`src/rtl/dm_arbiter_pkg.sv`:
```
// dm_arbiter_pkg: shared constants, types and helpers for the data-memory
// arbiter slice (dm_arbiter, dm_arbiter_pick, dm_arbiter_if).
package dm_arbiter_pkg;

   localparam logic        OWN_CPU            = 1'b0;
   localparam logic        OWN_DMA            = 1'b1;
   localparam int          RUN_CNT_W          = 4;
   localparam int          DM_ADDR_HI         = 12;   // memory spans 4 KB
   localparam logic [31:0] DEFAULT_DMA_PC_TAG = 32'hFFFF_FFFF;

   typedef logic [RUN_CNT_W-1:0] run_cnt_t;

   // One access as it appears on the memory side once a requester wins.
   typedef struct packed {
      logic        we;
      logic [31:0] addr;
      logic [31:0] wdata;
      logic [31:0] pc;
   } dm_acc_t;

   // Saturating increment of the burst counter.
   function automatic run_cnt_t run_cnt_inc(input run_cnt_t c);
      return (c == '1) ? c : c + run_cnt_t'(1);
   endfunction

   // Address outside the word-aligned 4 KB memory window.
   function automatic logic addr_bad(input logic [31:0] a);
      return (a[1:0] != 2'b00) || (a[31:DM_ADDR_HI] != '0);
   endfunction

endpackage

```
`src/rtl/dm_arbiter_if.sv`:
```
// dm_arbiter_if: CPU MEM-stage port, DMA port and data-memory port of the
// arbiter. slave = arbiter view, master = view of the surrounding system.
interface dm_arbiter_if;

   // CPU MEM stage
   logic        cpu_req;
   logic        cpu_we;
   logic [31:0] cpu_addr;
   logic [31:0] cpu_wdata;
   logic [31:0] cpu_pc;
   logic [31:0] cpu_rdata;
   logic        cpu_stall;

   // DMA / debug master
   logic        dma_req;
   logic        dma_we;
   logic [31:0] dma_addr;
   logic [31:0] dma_wdata;
   logic        dma_gnt;
   logic [31:0] dma_rdata;

   // data memory
   logic        mem_MemRead;
   logic        mem_MemWrite;
   logic [31:0] mem_Addr;
   logic [31:0] mem_Wdata;
   logic [31:0] mem_pc;
   logic [31:0] mem_Rdata;

   modport slave (
      input  cpu_req, cpu_we, cpu_addr, cpu_wdata, cpu_pc,
      output cpu_rdata, cpu_stall,
      input  dma_req, dma_we, dma_addr, dma_wdata,
      output dma_gnt, dma_rdata,
      output mem_MemRead, mem_MemWrite, mem_Addr, mem_Wdata, mem_pc,
      input  mem_Rdata
   );

   modport master (
      output cpu_req, cpu_we, cpu_addr, cpu_wdata, cpu_pc,
      input  cpu_rdata, cpu_stall,
      output dma_req, dma_we, dma_addr, dma_wdata,
      input  dma_gnt, dma_rdata,
      input  mem_MemRead, mem_MemWrite, mem_Addr, mem_Wdata, mem_pc,
      output mem_Rdata
   );

endinterface

```
`src/rtl/dm_arbiter_pick.sv`:
```
// dm_arbiter_pick: combinational round-robin grant picker with burst limit.
// The current owner keeps the memory while run_cnt < MAX_BURST; a lone
// requester always wins.
module dm_arbiter_pick
   import dm_arbiter_pkg::*;
#(
   parameter int MAX_BURST = 4
) (
   input  logic     cpu_req,
   input  logic     dma_req,
   input  logic     owner,
   input  run_cnt_t run_cnt,
   output logic     cpu_granted,
   output logic     dma_granted
);

   localparam run_cnt_t MAX_CNT = run_cnt_t'(MAX_BURST);

   logic burst_ok;
   logic cpu_wins_tie;

   // On contention the CPU wins when it owns and is under budget, or when the
   // DMA owns and has used up its budget.
   always_comb begin
      burst_ok     = (run_cnt < MAX_CNT);
      cpu_wins_tie = ((owner == OWN_CPU) == burst_ok);
      cpu_granted  = cpu_req & (~dma_req | cpu_wins_tie);
      dma_granted  = dma_req & (~cpu_req | ~cpu_wins_tie);
   end

endmodule

```
`src/rtl/dm_arbiter.sv`:
```
// dm_arbiter: shares the single-port data memory between the CPU MEM stage
// and a DMA/debug master. Zero added latency: the winner's access is muxed
// straight onto the memory port in its grant cycle.
// Optional: DM_ARBITER_ADDR_CHECK_EN adds a sticky err output and suppresses
// memory access for misaligned or out-of-window addresses.
module dm_arbiter
   import dm_arbiter_pkg::*;
#(
   parameter int          MAX_BURST  = 4,
   parameter logic [31:0] DMA_PC_TAG = DEFAULT_DMA_PC_TAG
) (
   input  logic        arb_clk,
   input  logic        arb_reset,
   dm_arbiter_if.slave bus
`ifdef DM_ARBITER_ADDR_CHECK_EN
   ,
   output logic        err
`endif
);

   logic     owner;
   run_cnt_t run_cnt;
   logic     cpu_req_v, dma_req_v;
   logic     cpu_granted, dma_granted, granted;
   logic     blk;
   dm_acc_t  win;

   // Reset masks both requests so nothing is granted while it is held.
   assign cpu_req_v = bus.cpu_req & ~arb_reset;
   assign dma_req_v = bus.dma_req & ~arb_reset;

   dm_arbiter_pick #(.MAX_BURST(MAX_BURST)) u_pick (
      .cpu_req     (cpu_req_v),
      .dma_req     (dma_req_v),
      .owner       (owner),
      .run_cnt     (run_cnt),
      .cpu_granted (cpu_granted),
      .dma_granted (dma_granted)
   );

   assign granted = cpu_granted | dma_granted;

   // Select the winning requester's access.
   always_comb begin
      win = '0;
      if (dma_granted) begin
         win.we    = bus.dma_we;
         win.addr  = bus.dma_addr;
         win.wdata = bus.dma_wdata;
         win.pc    = DMA_PC_TAG;
      end else if (cpu_granted) begin
         win.we    = bus.cpu_we;
         win.addr  = bus.cpu_addr;
         win.wdata = bus.cpu_wdata;
         win.pc    = bus.cpu_pc;
      end
   end

`ifdef DM_ARBITER_ADDR_CHECK_EN
   assign blk = granted & addr_bad(win.addr);
`else
   assign blk = 1'b0;
`endif

   // Memory port: all zero unless someone is granted; bad addresses are
   // granted (to release the requester) but never touch memory.
   always_comb begin
      bus.mem_MemRead  = granted & ~win.we & ~blk;
      bus.mem_MemWrite = granted &  win.we & ~blk;
      bus.mem_Addr     = win.addr;
      bus.mem_Wdata    = win.wdata;
      bus.mem_pc       = win.pc;
   end

   // Requester-side responses; read data is valid only in the grant cycle.
   always_comb begin
      bus.cpu_rdata = bus.mem_Rdata;
      bus.dma_rdata = bus.mem_Rdata;
      bus.cpu_stall = cpu_req_v & ~cpu_granted;
      bus.dma_gnt   = dma_granted;
   end

   // Owner / burst counter update: extend the run or hand over ownership.
   always_ff @(posedge arb_clk) begin
      if (arb_reset) begin
         owner   <= OWN_CPU;
         run_cnt <= '0;
      end else if (granted) begin
         if (dma_granted == owner) begin
            run_cnt <= run_cnt_inc(run_cnt);
         end else begin
            owner   <= dma_granted;
            run_cnt <= run_cnt_t'(1);
         end
      end
   end

`ifdef DM_ARBITER_ADDR_CHECK_EN
   // Sticky address error, cleared only by reset.
   always_ff @(posedge arb_clk) begin
      if (arb_reset) err <= 1'b0;
      else if (blk)  err <= 1'b1;
   end
`endif

endmodule

```
`src/flat_wrapper.sv`:
```
// flat-port wrapper written by rule: the top's interface ports become plain ports
module dm_arbiter_flat import dm_arbiter_pkg::*;
#(
   parameter int          MAX_BURST  = 4,
   parameter logic [31:0] DMA_PC_TAG = DEFAULT_DMA_PC_TAG
)
  (arb_clk, arb_reset, bus_cpu_req, bus_cpu_we, bus_cpu_addr, bus_cpu_wdata, bus_cpu_pc, bus_cpu_rdata, bus_cpu_stall, bus_dma_req, bus_dma_we, bus_dma_addr, bus_dma_wdata, bus_dma_gnt, bus_dma_rdata, bus_mem_MemRead, bus_mem_MemWrite, bus_mem_Addr, bus_mem_Wdata, bus_mem_pc, bus_mem_Rdata);
  dm_arbiter_if bus_i ();
  input  logic arb_clk;
  input  logic arb_reset;
  input wire logic [$bits(bus_i.cpu_req)-1:0] bus_cpu_req;
  input wire logic [$bits(bus_i.cpu_we)-1:0] bus_cpu_we;
  input wire logic [$bits(bus_i.cpu_addr)-1:0] bus_cpu_addr;
  input wire logic [$bits(bus_i.cpu_wdata)-1:0] bus_cpu_wdata;
  input wire logic [$bits(bus_i.cpu_pc)-1:0] bus_cpu_pc;
  output wire logic [$bits(bus_i.cpu_rdata)-1:0] bus_cpu_rdata;
  output wire logic [$bits(bus_i.cpu_stall)-1:0] bus_cpu_stall;
  input wire logic [$bits(bus_i.dma_req)-1:0] bus_dma_req;
  input wire logic [$bits(bus_i.dma_we)-1:0] bus_dma_we;
  input wire logic [$bits(bus_i.dma_addr)-1:0] bus_dma_addr;
  input wire logic [$bits(bus_i.dma_wdata)-1:0] bus_dma_wdata;
  output wire logic [$bits(bus_i.dma_gnt)-1:0] bus_dma_gnt;
  output wire logic [$bits(bus_i.dma_rdata)-1:0] bus_dma_rdata;
  output wire logic [$bits(bus_i.mem_MemRead)-1:0] bus_mem_MemRead;
  output wire logic [$bits(bus_i.mem_MemWrite)-1:0] bus_mem_MemWrite;
  output wire logic [$bits(bus_i.mem_Addr)-1:0] bus_mem_Addr;
  output wire logic [$bits(bus_i.mem_Wdata)-1:0] bus_mem_Wdata;
  output wire logic [$bits(bus_i.mem_pc)-1:0] bus_mem_pc;
  input wire logic [$bits(bus_i.mem_Rdata)-1:0] bus_mem_Rdata;
  assign bus_i.cpu_req = bus_cpu_req;
  assign bus_i.cpu_we = bus_cpu_we;
  assign bus_i.cpu_addr = bus_cpu_addr;
  assign bus_i.cpu_wdata = bus_cpu_wdata;
  assign bus_i.cpu_pc = bus_cpu_pc;
  assign bus_cpu_rdata = bus_i.cpu_rdata;
  assign bus_cpu_stall = bus_i.cpu_stall;
  assign bus_i.dma_req = bus_dma_req;
  assign bus_i.dma_we = bus_dma_we;
  assign bus_i.dma_addr = bus_dma_addr;
  assign bus_i.dma_wdata = bus_dma_wdata;
  assign bus_dma_gnt = bus_i.dma_gnt;
  assign bus_dma_rdata = bus_i.dma_rdata;
  assign bus_mem_MemRead = bus_i.mem_MemRead;
  assign bus_mem_MemWrite = bus_i.mem_MemWrite;
  assign bus_mem_Addr = bus_i.mem_Addr;
  assign bus_mem_Wdata = bus_i.mem_Wdata;
  assign bus_mem_pc = bus_i.mem_pc;
  assign bus_i.mem_Rdata = bus_mem_Rdata;
  dm_arbiter #(.MAX_BURST(MAX_BURST), .DMA_PC_TAG(DMA_PC_TAG)) u_core (.arb_clk(arb_clk), .arb_reset(arb_reset), .bus(bus_i));
endmodule
```
`config.mk`:
```
export PLATFORM = sky130hd
export DESIGN_NAME = dm_arbiter_flat
export DESIGN_NICKNAME = d
export VERILOG_FILES = /design/src/rtl/dm_arbiter_pkg.sv /design/src/rtl/dm_arbiter_if.sv /design/src/rtl/dm_arbiter_pick.sv /design/src/rtl/dm_arbiter.sv /design/src/flat_wrapper.sv
export SDC_FILE = /design/constraint.sdc
export NUM_CORES = 1
export LEC_CHECK = 0
export ABC_CLOCK_PERIOD_IN_PS = 5400
export BUFFER_PORTS_ARGS = -buffer_cell sky130_fd_sc_hd__buf_2
export CORE_AREA = 4 4 137 139
export CTS_BUF_LIST = sky130_fd_sc_hd__clkbuf_4 sky130_fd_sc_hd__clkbuf_8
export CTS_CLUSTER_SIZE = 8
export DETAILED_ROUTE_END_ITERATION = 10
export DIE_AREA = 0 0 141 143
export PLACE_DENSITY_LB_ADDON = 0.12
export SYNTH_ARGS = -nofsm -noshare
export SYNTH_HDL_FRONTEND = slang
export SYNTH_HIERARCHICAL = 1
export SYNTH_SLANG_ARGS = --single-unit
```
`constraint.sdc`:
```
create_clock -name arb_clk -period 5.4 [get_ports arb_clk]
set_input_delay 0.81 -clock arb_clk [delete_from_list [all_inputs] [get_ports arb_clk]]
set_output_delay 0.81 -clock arb_clk [all_outputs]
set_load 0.05 [all_outputs]
```
==> metrics <==
gr usage total=0.0883; drt pass-1 iters=5; Synth Net Count=432; Mapped Area=1780 um2; Clock transition at path regs=40 ps; CP peak stage delay=530 ps; post-synthesis sequential area ratio=0.0563; pre-CTS WS=1170 ps; Tcrit/Tclk final=0.770; Longest Clk Path Bufs=2; Clock Skews=2.90 ps; Data required, critical path=4590 ps; final core utilization=0.165; routed length per instance=15.9 um; Syn Area/Cell=7.64 um2; Total Wirelength=10.3 mm; Antenna Nets Post-Route=0; Die ar.=20,200 um2; via count=2,544; TritonCTS clock tree=yes; Switching Share=0.594; fraction of layout cells with a size suffix above 1=0.661; Leakage=1.83 nW; crit-path max FO=49; worst path bufs/invs=3; CP most frequent cell=buf_2; RSZ-0062 raised after global routing=no; WHS=598 ps; routed vias/inst=3.92; Psw=0.321 mW; Max Cap Viol=0; DRC=0; std cell rows=49; initial detailed-routing violation count=76; Ports=362; port bufs=265; setup bufs post-CTS=0; status=complete, no violations; HP Class=flip-flop to flip-flop; CTS resizes=0; P_int=0.220 mW; WS Path Type=primary input to output pin; Final Hold Viols=0; final number of setup-violating endpoints=0; chip width=141 um; crit path time final=4160 ps; clock latency on the worst-skew pair=220 ps; initial antenna violation count=2; CP arrival=3350 ps; area growth from synthesis to layout=63.9%; die height=143 um; nets=619; wire length of the first global-routing pass=14.1 mm; root buf cell=clkbuf_8; Crit. End Element=output pin; dpl hpwl=8.93 mm; Synth Register Bits=5; worst vdd ir=0.0496 mV; core area=17,700 um2; design area=2920 um2; clock share of power=0.140; fmax=240 MHz; CP Launch Type=primary input; Least-Margin Pin Slew=600 ps; YS warnings=6; Comb pwr share=0.785; critical path, cell by cell=buf_2 -> nor2b_1 -> or4b_1 -> and3_4 -> nor2b_4 -> buf_12 -> a22o_1 -> buf_2; CTS HTree Levels=1; vias in the first global route=2,502; Netlist cell types=30; crit path max-delay cell type=nor2b_4; Max-slew headroom=0.600; clk sinks=5; cell family with the largest share of critical-path delay=simple AND/OR/NAND/NOR gates; pwr dens=185 nW/um2; total negative slack=0 ps; largest net degree at the start of global routing=58; max-slew violations=0; final setup margin=1240 ps; register share of total power=0.076; total CTS buffers=3; Starting Density=0.101; Placed Area=2860 um2; remaining global-route overflow=0; Synth Instances=233; # hold bufs at CTS=0; GPL Wtd Cong=0.837
per-stage QoR:
step                      std cells  total power [mW]
after floorplan                 233             0.458
after global placement          644             0.471
after detailed placement        644             0.470
after CTS                       648             0.547
after global routing            649             0.567
final                           649             0.541
flip-flops by register name (all words and copies together) (netlist names):
| name | cells |
|---|---|
| u_core/owner | 1 |
| u_core/run_cnt | 4 |
routing by layer:
metal / vias up / GRT usage / routed length, um
met1: 1115 / 0.0837 / 3170
met5: - / 0 / 13
li1: 1189 / - / -
met4: 2 / 0.0250 / 163
met2: 220 / 0.183 / 5670
met3: 18 / 0.0241 / 1320
placed cells by master, fill, tap and decap left out, drive strengths merged:
cell	instances
a22o	65
a21oi	4
nand2	4
clkbuf	4
nand4	1
o32ai	1
nand3	3
and2	2
a211oi	1
inv	4
ha	1
nor2b	5
o211ai	1
and3	2
o21ai	1
a221oi	1
a31oi	2
mux2i	1
dfxtp	5
a21o	33
o2111ai	1
o22ai	1
or3	1
diode	1
or2	1
nor2	4
o221a	1
or4b	1
buf	268
cell usage after synthesis:
cell type	count	area (um2)
buf_4	68	510
a22o_1	65	569
a21o_1	33	248
buf_2	10	50.1
clkbuf_1	5	18.8
dfxtp_1	5	100
nor2b_1	5	31.3
a21oi_1	4	20.0
inv_1	4	15.0
nand2_1	4	15.0
nor2_1	4	15.0
buf_1	3	11.3
nand3_1	3	15.0
a31oi_1	2	12.5
and2_1	2	12.5
and3_1	2	12.5
a211oi_1	1	7.51
a221oi_2	1	15.0
ha_1	1	12.5
mux2i_1	1	10.0
nand4_1	1	6.26
o2111ai_1	1	8.76
o211ai_1	1	7.51
o21ai_0	1	5.00
o221a_1	1	11.3
o22ai_1	1	6.26
o32ai_1	1	8.76
or2_1	1	6.26
or3_2	1	7.51
or4b_1	1	10.0
final timing paths:
path	startpoint	end	slack, ps	depth (start not counted)
setup / recovery	arb_reset	bus_mem_Addr[29]	1240	8
hold / removal	u_core/run_cnt[0]$_SDFFE_PP0P_	u_core/run_cnt[0]$_SDFFE_PP0P_	600	2
setup reg to reg	u_core/run_cnt[2]$_SDFFE_PP0P_	u_core/run_cnt[3]$_SDFFE_PP0P_	3220	5
hold reg to reg	u_core/run_cnt[0]$_SDFFE_PP0P_	u_core/run_cnt[0]$_SDFFE_PP0P_	600	2
worst reg2reg max path, delay by kind of cell, from the launching register on:
family	cells	cell delay [ps]
compound gates	2	450
flops	1	380
simple gates	3	1280
power by group through the flow:
| stage | Sequential [mW] | Combinational, mW | Clock [mW] |
|---|---|---|---|
| after global routing | 0.0413 | 0.446 | 0.0793 |
| after CTS | 0.0409 | 0.429 | 0.0768 |
| after detailed placement | 0.0415 | 0.428 | 0 |
| after floorplan | 0.0409 | 0.418 | 0 |
| after global placement | 0.0415 | 0.430 | 0 |
| final | 0.0410 | 0.424 | 0.0755 |
kinds of logic (layout without fill, tap and decap cells):
group,after synthesis,after routing,share of synthesized area
multiplexers,1,1,0.00563
buffers and inverters,90,276,0.340
flip-flops,5,5,0.0563
other,0,1,0
AO/OA/AOI/OAI,112,112,0.517
AND/OR/NAND/NOR,24,24,0.0738
adder cells (fa/ha/maj),1,1,0.00703
cell type report:
type / count / area (um2)
fillers: 2040 / 14700
clock buffers: 4 / 48.8
flip-flops and latches: 5 / 100
diodes: 1 / 2.50
multi-input cells: 138 / 1100
well taps: 229 / 287
inverters: 4 / 15.0
repair buffers: 268 / 1360
Power figures use the tool's default switching activity.
